## src/rtl/rob_alu_pkg.sv

```systemverilog
// rob_alu_pkg: shared widths and op-type encoding for the decoder, the
// reservation station and the ALU. Codes 0..16 reach the ALU; the rest are
// remapped by the RS before issue and are listed here so every user of the
// package agrees on the numbering.
package rob_alu_pkg;

    localparam int TYPE_BIT      = 6;
    localparam int ROB_INDEX_BIT = 5;

    typedef enum logic [TYPE_BIT-1:0] {
        OP_ADD   = 6'd0,
        OP_SUB   = 6'd1,
        OP_SLL   = 6'd2,
        OP_SLT   = 6'd3,
        OP_SLTU  = 6'd4,
        OP_XOR   = 6'd5,
        OP_SRL   = 6'd6,
        OP_SRA   = 6'd7,
        OP_OR    = 6'd8,
        OP_AND   = 6'd9,
        OP_BEQ   = 6'd10,
        OP_BNE   = 6'd11,
        OP_BLT   = 6'd12,
        OP_BGE   = 6'd13,
        OP_BLTU  = 6'd14,
        OP_BGEU  = 6'd15,
        OP_JALR  = 6'd16,
        // Forms below are rewritten by the RS and never issued to the ALU.
        OP_ADDI  = 6'd17,
        OP_SLTI  = 6'd18,
        OP_SLTIU = 6'd19,
        OP_XORI  = 6'd20,
        OP_ORI   = 6'd21,
        OP_ANDI  = 6'd22,
        OP_SLLI  = 6'd23,
        OP_SRLI  = 6'd24,
        OP_SRAI  = 6'd25,
        OP_LUI   = 6'd26,
        OP_AUIPC = 6'd27,
        OP_JAL   = 6'd28,
        OP_LB    = 6'd29,
        OP_LH    = 6'd30,
        OP_LW    = 6'd31,
        OP_LBU   = 6'd32,
        OP_LHU   = 6'd33,
        OP_SB    = 6'd34,
        OP_SH    = 6'd35,
        OP_SW    = 6'd36
    } op_e;

    // True for op codes whose result is a one-bit branch condition.
    function automatic logic is_branch(input logic [TYPE_BIT-1:0] code);
        return (code >= OP_BEQ) && (code <= OP_BGEU);
    endfunction

endpackage

```

## src/rtl/rob_alu_comb.sv

```systemverilog
// rob_alu_comb: purely combinational RV32I function unit.
// Maps (inst_type, r1, r2) to a 32-bit value; unknown codes give zero.
module rob_alu_comb
    import rob_alu_pkg::*;
(
    input  logic [TYPE_BIT-1:0] inst_type,
    input  logic [31:0]         r1,
    input  logic [31:0]         r2,
    output logic [31:0]         value
);

    logic [4:0] shamt;
    logic       lt_signed;
    logic       lt_unsigned;
    logic       equal;
    logic       cond;

    assign shamt       = r2[4:0];
    assign lt_signed   = $signed(r1) < $signed(r2);
    assign lt_unsigned = r1 < r2;
    assign equal       = r1 == r2;

    // Branch condition select, kept apart so branch results share one zero-extend.
    always_comb begin
        cond = 1'b0;
        case (inst_type)
            OP_BEQ:  cond = equal;
            OP_BNE:  cond = !equal;
            OP_BLT:  cond = lt_signed;
            OP_BGE:  cond = !lt_signed;
            OP_BLTU: cond = lt_unsigned;
            OP_BGEU: cond = !lt_unsigned;
            default: cond = 1'b0;
        endcase
    end

    // Main result mux; all arithmetic wraps at 32 bits.
    always_comb begin
        value = '0;
        if (is_branch(inst_type)) begin
            value = {31'b0, cond};
        end else begin
            case (inst_type)
                OP_ADD:  value = r1 + r2;
                OP_SUB:  value = r1 - r2;
                OP_SLL:  value = r1 << shamt;
                OP_SLT:  value = {31'b0, lt_signed};
                OP_SLTU: value = {31'b0, lt_unsigned};
                OP_XOR:  value = r1 ^ r2;
                OP_SRL:  value = r1 >> shamt;
                OP_SRA:  value = $unsigned($signed(r1) >>> shamt);
                OP_OR:   value = r1 | r2;
                OP_AND:  value = r1 & r2;
                OP_JALR: value = (r1 + r2) & 32'hFFFF_FFFE;
                default: value = '0;
            endcase
        end
    end

endmodule

```

## src/rtl/rob_alu.sv

```systemverilog
// rob_alu: single-issue ALU inside the reservation station. Registers the
// function-unit result with its ROB tag and pulses ready one cycle later.
// Build option: define ALU_ZERO_IDLE_EN to clear result/tag on idle cycles;
// otherwise they hold their last values.
module rob_alu
    import rob_alu_pkg::*;
(
    input  logic                     clk_in,
    input  logic                     rst_in,
    input  logic                     rdy_in,
    input  logic [TYPE_BIT-1:0]      inst_type,
    input  logic                     req,
    input  logic [31:0]              r1,
    input  logic [31:0]              r2,
    input  logic [ROB_INDEX_BIT-1:0] rob_id_in,
    output logic                     ready,
    output logic [ROB_INDEX_BIT-1:0] rob_id_out,
    output logic [31:0]              result
);

    logic [31:0]              alu_next;
    logic                     ready_reg;
    logic [ROB_INDEX_BIT-1:0] rob_id_reg;
    logic [31:0]              result_reg;

    rob_alu_comb u_comb (
        .inst_type (inst_type),
        .r1        (r1),
        .r2        (r2),
        .value     (alu_next)
    );

    // Write-back register: stalls freeze everything, a req is simply dropped.
    always_ff @(posedge clk_in or negedge rst_in) begin
        if (!rst_in) begin
            ready_reg  <= 1'b0;
            rob_id_reg <= '0;
            result_reg <= '0;
        end else if (rdy_in) begin
            ready_reg <= req;
            if (req) begin
                rob_id_reg <= rob_id_in;
                result_reg <= alu_next;
            end else begin
`ifdef ALU_ZERO_IDLE_EN
                rob_id_reg <= '0;
                result_reg <= '0;
`else
                rob_id_reg <= rob_id_reg;
                result_reg <= result_reg;
`endif
            end
        end
    end

    assign ready      = ready_reg;
    assign rob_id_out = rob_id_reg;
    assign result     = result_reg;

endmodule

```

## config.mk

```make
export PLATFORM = sky130hd
export DESIGN_NAME = rob_alu
export DESIGN_NICKNAME = d
export VERILOG_FILES = /design/src/rtl/rob_alu_pkg.sv /design/src/rtl/rob_alu_comb.sv /design/src/rtl/rob_alu.sv
export SDC_FILE = /design/constraint.sdc
export NUM_CORES = 1
export LEC_CHECK = 0
export CORE_AREA = 3 3 138 140
export CTS_BUF_LIST = sky130_fd_sc_hd__clkbuf_8
export DETAILED_ROUTE_END_ITERATION = 12
export DIE_AREA = 0 0 141 143
export HOLD_SLACK_MARGIN = 0.06
export PLACE_DENSITY = 0.83
export SLEW_MARGIN = 25
export SYNTH_ARGS = -nofsm -noshare
export SYNTH_HDL_FRONTEND = slang
export SYNTH_SLANG_ARGS = --single-unit
```

## constraint.sdc

```tcl
create_clock -name clk_in -period 1.75 [get_ports clk_in]
set_input_delay 0.35 -clock clk_in [delete_from_list [all_inputs] [get_ports clk_in]]
set_output_delay 0.35 -clock clk_in [all_outputs]
set_load 0.05 [all_outputs]
```

==> results of run 1 <==
[cell families after synthesis]
group | after synthesis | synth area share, %
muxes | 135 | 18.5
buffers and inverters | 216 | 8.49
AOI/OAI and AO/OA | 505 | 32.2
adders and majority gates | 99 | 11.7
xor gates and xnor gates | 12 | 0.981
DFF | 38 | 8.87
and+or+nand+nor | 440 | 19.3
[per-stage QoR]
| stage | instances | util (%) |
|---|---|---|
| floorplan | 1445 | - |
| global placement | 2213 | 88.1 |
| detailed placement | 2213 | 88.1 |
==> summary.txt, run 1 <==
Clocking
  • Clock Tree Buf Depth: 2
  • Clock Sinks: 38
  • H-tree levels: 2
  • Post-CTS setup repair buffer count: 80
  • CTS buffer count: 5
  • # hold bufs at CTS: 1
  • CTS resizes: around 570
  • Root Buffer: clkbuf_8

Yosys
  • Mapped Nets: 1,623
  • Sequential area share after synthesis: between 8 and 9%
  • Flops & latches, synth: 38
  • Mapped Cells: 1,445
  • Syn_area_per_cell: about 7.4 um2
  • Most used DFF post-synth: dfrtp_1
  • Cell types occupying the most area after synthesis: ha_1, mux4_2, dfrtp_1
  • EDFF count, synth: 0
  • Syn. warnings: 0
  • Most common cell in the netlist: nor2_1
  • Post-synth top area cell: ha_1
  • Post-synth top cells: nor2_1, a21oi_1, nand2_1, inv_1, ha_1
  • Synth unique cells: 87
  • Mapped Area: around 11,000 um2
  • Yosys top cell area share: between 10% and 20%
  • Async SR Flop Fraction: 100%

Status
  • Err: [ERROR DPL-0038] Utilization greater than 100%, impossible to legalize
  • Status: did not finish
  • Fail Step: 4_1_cts

Place
  • Routability cong.: 1.30
  • Pre-CTS worst setup slack: -1860 ps
  • DPL Wire Length: 48,500 um
  • Placed Area: 15,800 um2
  • I/O Buffers: 116

Floorplan
  • Site row count: 49
  • Die Width: ~140 um
  • Num ports: 117
  • Starting Density: roughly 60%
  • Die Y: 143 um
==> inputs of run 2 (changes only) <==
--- a/config.mk
+++ b/config.mk
@@ -5,12 +5,10 @@
 export SDC_FILE = /design/constraint.sdc
 export NUM_CORES = 1
 export LEC_CHECK = 0
-export CORE_AREA = 3 3 138 140
-export CTS_BUF_LIST = sky130_fd_sc_hd__clkbuf_8
+export CORE_AREA = 3 3 168 170
 export DETAILED_ROUTE_END_ITERATION = 12
-export DIE_AREA = 0 0 141 143
-export HOLD_SLACK_MARGIN = 0.06
-export PLACE_DENSITY = 0.83
+export DIE_AREA = 0 0 171 173
+export PLACE_DENSITY_LB_ADDON = 0.15
 export SLEW_MARGIN = 25
 export SYNTH_ARGS = -nofsm -noshare
 export SYNTH_HDL_FRONTEND = slang
==> summary.txt, run 2 <==
Status
  • Status: complete, but fails checks (was did not finish)
  • Failing checks: negative setup slack

Place
  • Placed Area: 16,400 um2 (was 15,800 um2)
  • Routability cong.: 1.07 (was 1.30)
  • DPL Wire Length: 50,400 um (was 48,500 um)
  • I/O Buffers: 116 (unchanged)

Clocking
  • Clock Pin Slew Worst Setup and Hold Paths: 70 ps
  • Clock Sinks: 38 (unchanged)
  • CTS buffer count: 5 (unchanged)
  • H-tree levels: 2 (unchanged)
  • # hold bufs at CTS: 0 (was 1)
  • Clock Tree Buf Depth: 2 (unchanged)
  • Root Buffer: clkbuf_16 (was clkbuf_8)
  • Clk_lat worst skew: 290 ps
  • TritonCTS clock tree: built

Yosys
  • Mapped Area: 10,700 um2 (unchanged)
  • Syn_area_per_cell: 7.42 um2 (unchanged)
  • Yosys top cell area share: 11.3% (unchanged)
  • Most used DFF post-synth: dfrtp_1 (unchanged)
  • Mapped Nets: 1,623 (unchanged)
  • Flops & latches, synth: 38 (unchanged)
  • Mapped Cells: 1,445 (unchanged)
  • Cell types occupying the most area after synthesis: ha_1, mux4_2, dfrtp_1 (unchanged)
  • Syn. warnings: 0 (unchanged)
  • Post-synth top area cell: ha_1 (unchanged)
  • Sequential area share after synthesis: 8.87% (unchanged)
  • Synth unique cells: 87 (unchanged)
  • Most common cell in the netlist: nor2_1 (unchanged)
  • EDFF count, synth: 0 (unchanged)
  • Async SR Flop Fraction: 100% (unchanged)
  • Post-synth top cells: nor2_1, a21oi_1, nand2_1, inv_1, ha_1 (unchanged)

Global route
  • Overflow after GRT: 0
  • Number of global-route vias before repair: 15,400
  • Total track usage: 42.4%
  • Antenna violations before repair: 1
  • Largest net degree at the start of global routing: 39
  • First-pass GRT wire length: 95,600 um

Power
  • Int Pwr: about 4.4 mW
  • PD cells: about 400 nW/um2
  • Sequential power share: 11.8%
  • Logic gate share of total power: 75.7%
  • Switching Fraction: 45.7%
  • Net switching power figure: 3.67 mW
  • Leakage power: a little under 9 nW
  • Max VDD drop: about 0.35 mV
  • Clock power frac: 12.5%

Floorplan
  • Num ports: 117 (unchanged)
  • Die Width: 171 um (was 141 um)
  • Die Y: 173 um (was 143 um)
  • Die ar.: 29,600 um2
  • Starting Density: 39.9% (was 59.7%)
  • Core box area: around 27,000 um2
  • Site row count: 60 (was 49)

Route
  • Drt wl/cell: 26.8 um
  • ANT nets after route: 0
  • DRT Pass-1 Iters: 6
  • Routed WL: 66,100 um
  • DRC viols: 0
  • Initial DRC Count: ~1,900
  • Routed vias/inst: around 6.4
  • Via count: 15,800

STA
  • RSZ-0062 raised after global routing: true
  • Clock Skews: 0 ps
  • Final worst slack: -951 ps
  • Measured slew at the worst slew-check pin: 647 ps
  • Fin crit period: ~2700 ps
  • Fmax: 0.370 GHz
  • Final hold violations: 0
  • Setup-failing EPs final: 32
  • Rel. slew slack: 56.6%
  • Final worst path period share: 154%
  • Setup TNS: -25,100 ps
  • Max Transition Viols Final: 0
  • Worst hold margin: 20.1 ps

Flow run
  • Max-cap viol count: 0

Critical path
  • CP required: 1920 ps
  • Startpoint Class: primary input
  • Worst path arrival time: around 2900 ps
  • Critical path, cell by cell: buf_12, buf_8, buf_16, buf_12, mux2_4, mux4_2, mux2_4, nand2_4, a41oi_4, a221o_1, nor3_1, o211ai_1
  • R2r worst-path depth: 6
  • Critical R2R Capture: result[23]$_DFFE_PN0P_
  • R2R Path Start: result[23]$_DFFE_PN0P_
  • Worst Path Class, Setup: primary input to flop
  • CP Max Fanout: 5
  • Critical-path top delay cell: mux4_2
  • Crit. End Element: flop
  • FF-to-FF setup slack: -50 ps
  • Max stage delay on crit path: 530 ps

Cells and area
  • Final nets: 2,307
  • Filler cell count in the final layout: about 2,100
  • Most frequent cells in the layout: buf_4, nor2_1, nand2_1
  • Most common cell after layout, fill and taps aside: buf_4
  • Area delta synth->final: 82.9%
  • Fin area: 19,600 um2
  • Max FFs per register: 32
  • Layout cells sized above 1: 55.4%
  • Diode count: 0

Hold path
  • HP Class: primary input to asynchronous set/reset pin
[run 2: area by class of cell]
type                    count  area [um2]  area share [%]
flip-flops and latches     38         951            4.85
clock inverters             2        12.5          0.0638
repair buffers            788        6660            34.0
well taps                 341         427            2.18
clock buffers               6         139           0.709
multi-input cells        1191       11000            55.9
inverters                 105         454            2.32
[run 2: worst max-delay path: cells and delay by family]
| family | cells | cell delay (ps) |
|---|---|---|
| multiplexers | 3 | 1160 |
| AO/OA/AOI/OAI | 3 | 580 |
| buffers and inverters | 4 | 510 |
| AND/OR/NAND/NOR | 2 | 260 |
[run 2: per-stage QoR]
step           total power, mW  utilization [%]  std cells  worst slack [ps]
2_1_floorplan             3.26                -       1445             -1130
3_3_place_gp              5.66             61.0       2379             -1970
3_5_place_dp              5.69             61.0       2379             -2120
4_1_cts                   7.43             69.0       2451             -1100
5_1_grt                   8.34             72.9       2471             -1020
6_report                  8.03             72.9       2471              -951
[run 2: logic make-up (layout without fill, tap and decap cells)]
family | after synthesis | in the layout | share of synthesized area [%]
flip-flops | 38 | 38 | 8.87
AO/OA/AOI/OAI | 505 | 505 | 32.2
multiplexers | 135 | 135 | 18.5
AND/OR/NAND/NOR | 440 | 440 | 19.3
XOR/XNOR | 12 | 12 | 0.981
buffers and inverters | 216 | 901 | 8.49
adder cells (fa/ha/maj) | 99 | 99 | 11.7
[run 2: worst max-delay path by stage]
stage	from	to	cells after the start
floorplan	r2[1]	result[20]$_DFFE_PN0P_	13
detailed placement	r2[16]	result[31]$_DFFE_PN0P_	12
CTS	r1[0]	result[16]$_DFFE_PN0P_	15
global placement	r2[16]	result[31]$_DFFE_PN0P_	12
finish	r2[0]	result[30]$_DFFE_PN0P_	12
global route	r1[5]	result[29]$_DFFE_PN0P_	12
[run 2: power groups by stage]
stage / combinational (mW) / clock [mW] / sequential, mW
2_1_floorplan: 2.13 / 0 / 1.12
6_report: 6.08 / 1.00 / 0.951
3_3_place_gp: 4.70 / 0 / 0.965
4_1_cts: 5.45 / 1.03 / 0.950
3_5_place_dp: 4.73 / 0 / 0.967
5_1_grt: 6.33 / 1.06 / 0.954
[run 2: metal layers]
metal	share of wire [%]	track usage, %
met5	0.017	0
met4	8.7	26.5
met3	10	8.53
met2	44	66.1
met1	37	53.2
[run 2: what timing repair did]
action,4_1_cts,5_1_grt
setup buffers,63,25
cloned,5,0
gates resized for setup,472,246
setup endpoints to repair,32,32
pin swaps,124,100
Note: power is estimated with default switching activity, not from simulation.
